$ cat src/rtl/dual_grant_pkg.sv
// dual_grant_pkg: slot state and slot payload types shared by dual_grant_sched.
package dual_grant_pkg;
   localparam int DIR_MAX = 16;
   typedef enum logic {EMPTY, OFFER} slot_st_e;
   typedef struct packed {
      logic               vld;
      logic [DIR_MAX-1:0] dir;
   } slot_t;
endpackage

$ cat src/rtl/dual_grant_sched_pend_pick.sv
// pend_pick: highest (p1) and second-highest (p2) set bits of the pending vector.
module pend_pick #(
   parameter int N = 8
) (
   input  logic [N-1:0]         pend,
   output logic [$clog2(N)-1:0] p1,
   output logic [$clog2(N)-1:0] p2,
   output logic                 p1_v,
   output logic                 p2_v
);
   localparam int W = $clog2(N);
   logic [N-1:0] rest;
   always_comb begin
      p1   = '0;
      p1_v = 1'b0;
      for (int i = 0; i < N; i++) begin
         if (pend[i]) begin
            p1   = W'(i);
            p1_v = 1'b1;
         end
      end
      rest = pend & ~(N'(p1_v) << p1);
      p2   = '0;
      p2_v = 1'b0;
      for (int i = 0; i < N; i++) begin
         if (rest[i]) begin
            p2   = W'(i);
            p2_v = 1'b1;
         end
      end
   end
endmodule

$ cat src/rtl/dual_grant_sched.sv
// dual_grant_sched: two-slot offer scheduler fed by a registered pending-request vector.
// Define DUAL_GRANT_SCHED_STATS_EN to add the grant_cnt handshake counter.
module dual_grant_sched
   import dual_grant_pkg::*;
#(
   parameter int N  = 8,
   parameter int CW = 16
) (
   input  logic                 clk,
   input  logic                 rst,
   input  logic [N-1:0]         req_in,
   output logic                 vld_a,
   output logic [$clog2(N)-1:0] dir_a,
   input  logic                 rdy_a,
   output logic                 vld_b,
   output logic [$clog2(N)-1:0] dir_b,
   input  logic                 rdy_b,
   output logic [N-1:0]         pend,
`ifdef DUAL_GRANT_SCHED_STATS_EN
   output logic [CW-1:0]        grant_cnt,
`endif
   output logic                 busy
);
   localparam int W = $clog2(N);
   slot_st_e     st_a, st_b;
   slot_t        nxt_a, nxt_b;
   logic [W-1:0] p1, p2;
   logic         p1_v, p2_v, free_a, free_b, unused_ok;
   logic [N-1:0] mask;
   pend_pick #(.N(N)) u_pick (
      .pend (pend),
      .p1   (p1),
      .p2   (p2),
      .p1_v (p1_v),
      .p2_v (p2_v)
   );
   assign vld_a     = st_a == OFFER;
   assign vld_b     = st_b == OFFER;
   assign free_a    = !vld_a || rdy_a;
   assign free_b    = !vld_b || rdy_b;
   assign busy      = |pend || vld_a || vld_b;
   assign unused_ok = &{1'b0, nxt_a.dir, nxt_b.dir};
   // slot B takes p1 when A is stalled, otherwise the runner-up p2
   always_comb begin
      nxt_a = free_a ? slot_t'{vld: p1_v, dir: DIR_MAX'(p1)}
                     : slot_t'{vld: vld_a, dir: DIR_MAX'(dir_a)};
      nxt_b = !free_b ? slot_t'{vld: vld_b, dir: DIR_MAX'(dir_b)}
            : free_a  ? slot_t'{vld: p2_v, dir: DIR_MAX'(p2)}
                      : slot_t'{vld: p1_v, dir: DIR_MAX'(p1)};
      mask = '0;
      if (free_a && p1_v) mask[p1] = 1'b1;
      if (free_b && nxt_b.vld) mask[nxt_b.dir[W-1:0]] = 1'b1;
   end
   always_ff @(posedge clk) begin
      if (rst) begin
         pend  <= '0;
         st_a  <= EMPTY;
         st_b  <= EMPTY;
         dir_a <= '0;
         dir_b <= '0;
      end else begin
         pend  <= (pend & ~mask) | req_in;
         st_a  <= nxt_a.vld ? OFFER : EMPTY;
         st_b  <= nxt_b.vld ? OFFER : EMPTY;
         dir_a <= nxt_a.dir[W-1:0];
         dir_b <= nxt_b.dir[W-1:0];
      end
   end
`ifdef DUAL_GRANT_SCHED_STATS_EN
   always_ff @(posedge clk) begin
      if (rst) grant_cnt <= '0;
      else grant_cnt <= grant_cnt + CW'(vld_a && rdy_a) + CW'(vld_b && rdy_b);
   end
`else
   localparam int unused_cw = CW;
`endif
endmodule
$ cat config.mk
export PLATFORM = sky130hd
export DESIGN_NAME = dual_grant_sched
export DESIGN_NICKNAME = d
export VERILOG_FILES = /design/src/rtl/dual_grant_pkg.sv /design/src/rtl/dual_grant_sched_pend_pick.sv /design/src/rtl/dual_grant_sched.sv
export SDC_FILE = /design/constraint.sdc
export NUM_CORES = 1
export LEC_CHECK = 0
export ABC_CLOCK_PERIOD_IN_PS = 3100
export CAP_MARGIN = 20
export CORE_AREA = 3 3 71 73
export DETAILED_ROUTE_END_ITERATION = 8
export DIE_AREA = 0 0 74 76
export DONT_BUFFER_PORTS = 1
export SYNTH_ARGS = -nofsm -noshare
export SYNTH_HDL_FRONTEND = slang
export SYNTH_HIERARCHICAL = 1
export SYNTH_SLANG_ARGS = --single-unit
$ cat constraint.sdc
create_clock -name clk -period 3.1 [get_ports clk]
set_input_delay 0.62 -clock clk [delete_from_list [all_inputs] [get_ports clk]]
set_output_delay 0.62 -clock clk [all_outputs]
set_load 0.02 [all_outputs]
==> results.md <==
| Metric | Value |
|:---|:---|
| Core Footprint | 4410 um^2 |
| Clock period minus final worst setup slack | 2.42 ns |
| Relative contribution of sequential cells to total power | 41.1% |
| CP max stage delay | 0.60 ns |
| Highest routing layer actually used | met4 |
| Worst IR Drop VDD | 0.142 mV |
| Most numerous cell types in the synthesized netlist | 16 x sky130_fd_sc_hd__dfxtp_1, 15 x sky130_fd_sc_hd__a21oi_1, 11 x sky130_fd_sc_hd__nand2_1, 11 x sky130_fd_sc_hd__nor2_1, 8 x sky130_fd_sc_hd__clkbuf_1 |
| Post-route antenna net violation count | 0 |
| Routed wire length | 3.14 mm |
| Average cell area after synthesis | 7.78 um^2 |
| Die outline height | 76 um |
| Number of cells after detailed placement | 185 |
| Clock buffer count from CTS | 3 |
| Buffers on Ports | 0 |
| Width of the die | 74 um |
| Clock insertion delay at the later pin of the skew report | 0.25 ns |
| Psw | 0.000234 W |
| Most frequently used cell type in the post-synthesis netlist | sky130_fd_sc_hd__dfxtp_1 |
| Initial core utilization | 24.7% |
| Setup Total Neg Slack | 0 ns |
| Clock Tree Root | sky130_fd_sc_hd__clkbuf_8 |
| Largest cells by area after synthesis | sky130_fd_sc_hd__dfxtp_1 29%, sky130_fd_sc_hd__a21oi_1 6.9%, sky130_fd_sc_hd__o221ai_1 4.8% |
| Startpoint types | flop |
| Depth of the worst hold-timing path | 1 |
| Switching fraction of total power | 35.7% |
| Final hold viol count | 0 |
| Worst Max-Slew Pin Slew | 0.795 ns |
| Async set-reset flop share out of synthesis | 0% |
| Final Slew Violations | 0 |
| Total number of yosys warnings | 6 |
| Post-synth design cell area | 1090 um^2 |
| Total congestion overflow after global routing | 0 |
| Cts hold-fix bufs | 0 |
| Clock tree from TritonCTS | done |
| CP Class | reg -> reg |
| Buffers plus inverters on the worst setup path | 0 |
| Cell count after synthesis | 140 |
| Number of antenna repair diodes | 0 |
| Unrepaired setup endpoints after global routing | false |
| Flip-flop and latch count after synthesis | 16 |
| Post-route clock skew | 0.00134 ns |
| DRC violation total after the first TritonRoute iteration | 146 |
| Routed length on met1 | 1.32 mm |
| Status | completed |
| Count of nets after finishing | 150 |
| Share of post-route cells with drive strength above 1 | 13.1% |
| Max Buffers Root-to-Sink | 2 |
| Portion of total power attributed to combinational logic | 30.9% |
| Slowest stage cell on the critical path | sky130_fd_sc_hd__or4_4 |
| Biggest fanout along the worst timing path | 9 |
| Cell-by-cell listing of the critical path | or4_4 > or3_4 > or3_1 > and3b_1 > mux2i_1 > nor4_1 > nor3_1 |
| Number of setup violations in the final report | 0 |
| Global-route wire length before repair | 5.15 mm |
| Number of placed I/O pins | 29 |
| Share of the clock period used by the worst path after layout | 78.1% |
| Worst rel slew slack | 46.6% |
| Ys flop type | sky130_fd_sc_hd__dfxtp_1 |
| CTS H-tree lvls | 1 |
| Global Route Usage Sum | 11.3% |
| Pin count of the biggest net entering global routing | 18 |
| Number of global-route vias before repair | 955 |
| Crit path required time | 3.27 ns |
| Routed met3 length | 308 um |
| Synth cell types | 44 |
| Setup Fix Bufs, Post-CTS | 0 |
| Post-cts repair resize count | 0 |
| Final RePlAce weighted congestion | 0.949 |
| Antenna violations before repair | 0 |
| Portion of synthesized cell area occupied by the leading cell type | 29.4% |
| HP Class | in -> reg |
| Average routed wire per standard cell | 16.6 um |
| Clock transition at the register clock pins on the worst setup and hold paths after CTS | 0.06 ns |
| Routed length on met2 | 1.50 mm |
| Portion of the post-synthesis area used by sequential elements | 29.4% |
| Cell Pwr Density | 555 nW/um^2 |
| Critical R2R Capture | pend[4] |
| Synth area leader | sky130_fd_sc_hd__dfxtp_1 |
| Worst reg2reg path depth | 7 |
| Start of the worst register-to-register path | pend[5] |
| Via count normalized by instance count | 5.53 |
| Total vias in the final route | 1046 |
| Number of enable flip-flop cells after synthesis | 0 |
| Filler instances | 475 |
| Portion of total power attributed to the clock network | 28.0% |
| Clock sink total | 16 |
| Register-to-register setup slack | 0.68 ns |
| Crit. End Element | flop |
| P_int | 0.000422 W |
| Growth of design area from synthesis to finish | 8.38% |
| Number of max-capacitance violations reported | 0 |
| Non-Filler Instances | 189 |
| Area enclosed by the die boundary | 5620 um^2 |
| Dpl hpwl | 2.34 mm |
| Pleak | 0.448 nW |
| Kind of cell adding the most delay to the critical path | simple AND/OR/NAND/NOR gates |
| Arrival time reported for the critical path endpoint | 2.59 ns |
| Post-route DRC violation count | 0 |
| First-pass iteration count of the detailed router | 4 |
| Hold path startpoint | rst |
| Achievable frequency | 413 MHz |
| Hold Crit Endpoint | pend[6] |
| Placement row count | 24 |
| Syn nets | 152 |
-- routing by layer --
layer	vias to the layer above	GRT usage (%)
li1	509	-
met1	487	16.3
met2	48	16.7
met3	2	3.43
met4	0	1.81
met5	-	0
-- cell families (layout without fill, tap and decap cells) --
group	count (synthesis)	in the layout	synth area share (%)
adders and majority gates	2	2	1.84
AOI/OAI and AO/OA	40	40	25.0
buffers and inverters	20	17	9.18
and+or+nand+nor	59	59	30.2
muxes	3	3	4.36
DFF	16	16	29.4
-- worst max-delay path by stage --
stage	start	end	cells after the start
finish	pend[5]	pend[4]	7
global route	pend[5]	pend[4]	8
CTS	pend[5]	pend[4]	7
detailed placement	pend[5]	pend[4]	7
global placement	pend[5]	pend[4]	8
floorplan	pend[6]	pend[4]	9
-- power by group through the flow --
stage / sequential [W] / clock (W) / combinational [W]
CTS: 0.000270 / 0.000191 / 0.000201
global placement: 0.000275 / 0 / 0.000199
finish: 0.000269 / 0.000184 / 0.000203
global route: 0.000273 / 0.000200 / 0.000224
detailed placement: 0.000275 / 0 / 0.000200
floorplan: 0.000277 / 0 / 0.000156
-- worst reg2reg max path, cell delays in order, from the launching register on --
cell,delay (ns)
sky130_fd_sc_hd__dfxtp_1,0.31
sky130_fd_sc_hd__or4_4,0.60
sky130_fd_sc_hd__or3_4,0.37
sky130_fd_sc_hd__or3_1,0.39
sky130_fd_sc_hd__and3b_1,0.24
sky130_fd_sc_hd__mux2i_1,0.18
sky130_fd_sc_hd__nor4_1,0.09
sky130_fd_sc_hd__nor3_1,0.16
-- area by class of cell --
type	count	area, um^2	share of cell area, %
Multi-Input combinational cell	104	669	56.7
Sequential cell	16	320	27.1
Tap cell	52	65.1	5.51
Clock buffer	4	55.1	4.66
Timing Repair Buffer	6	45.0	3.81
Inverter	7	26.3	2.22
-- flip-flops by register name, indices dropped and copies added (netlist names) --
register / cells
pend: 8
dir_b: 3
dir_a: 3
vld_a: 1
vld_b: 1
-- stage by stage --
| step | instance area, um^2 | worst slack, ns | util (%) | total power (W) | hold slack, ns |
|---|---|---|---|---|---|
| after floorplan | 1090 | 0.562 | - | 0.000432 | 0.530 |
| after global placement | 1130 | 0.767 | 25.5 | 0.000474 | 0.545 |
| after detailed placement | 1130 | 0.723 | 25.5 | 0.000474 | 0.549 |
| after CTS | 1180 | 0.702 | 26.8 | 0.000662 | 0.424 |
| after global routing | 1180 | 0.489 | 26.8 | 0.000697 | 0.420 |
| final | 1180 | 0.680 | 26.8 | 0.000655 | 0.431 |
-- cells in the final DEF, fill, tap and decap left out, types with 3 or more instances in the layout --
| cell type | count |
|---|---|
| sky130_fd_sc_hd__dfxtp_1 | 16 |
| sky130_fd_sc_hd__a21oi_1 | 15 |
| sky130_fd_sc_hd__nor2_1 | 11 |
| sky130_fd_sc_hd__nand2_1 | 11 |
| sky130_fd_sc_hd__inv_1 | 7 |
| sky130_fd_sc_hd__nor4_1 | 6 |
| sky130_fd_sc_hd__o221ai_1 | 6 |
| sky130_fd_sc_hd__buf_4 | 6 |
| sky130_fd_sc_hd__nand3_1 | 5 |
| sky130_fd_sc_hd__nor2b_1 | 4 |
| sky130_fd_sc_hd__nand4_1 | 4 |
| sky130_fd_sc_hd__clkbuf_8 | 4 |
| sky130_fd_sc_hd__nor3_1 | 3 |
| sky130_fd_sc_hd__o21ai_0 | 3 |
Note: power is estimated with default switching activity, not from simulation.
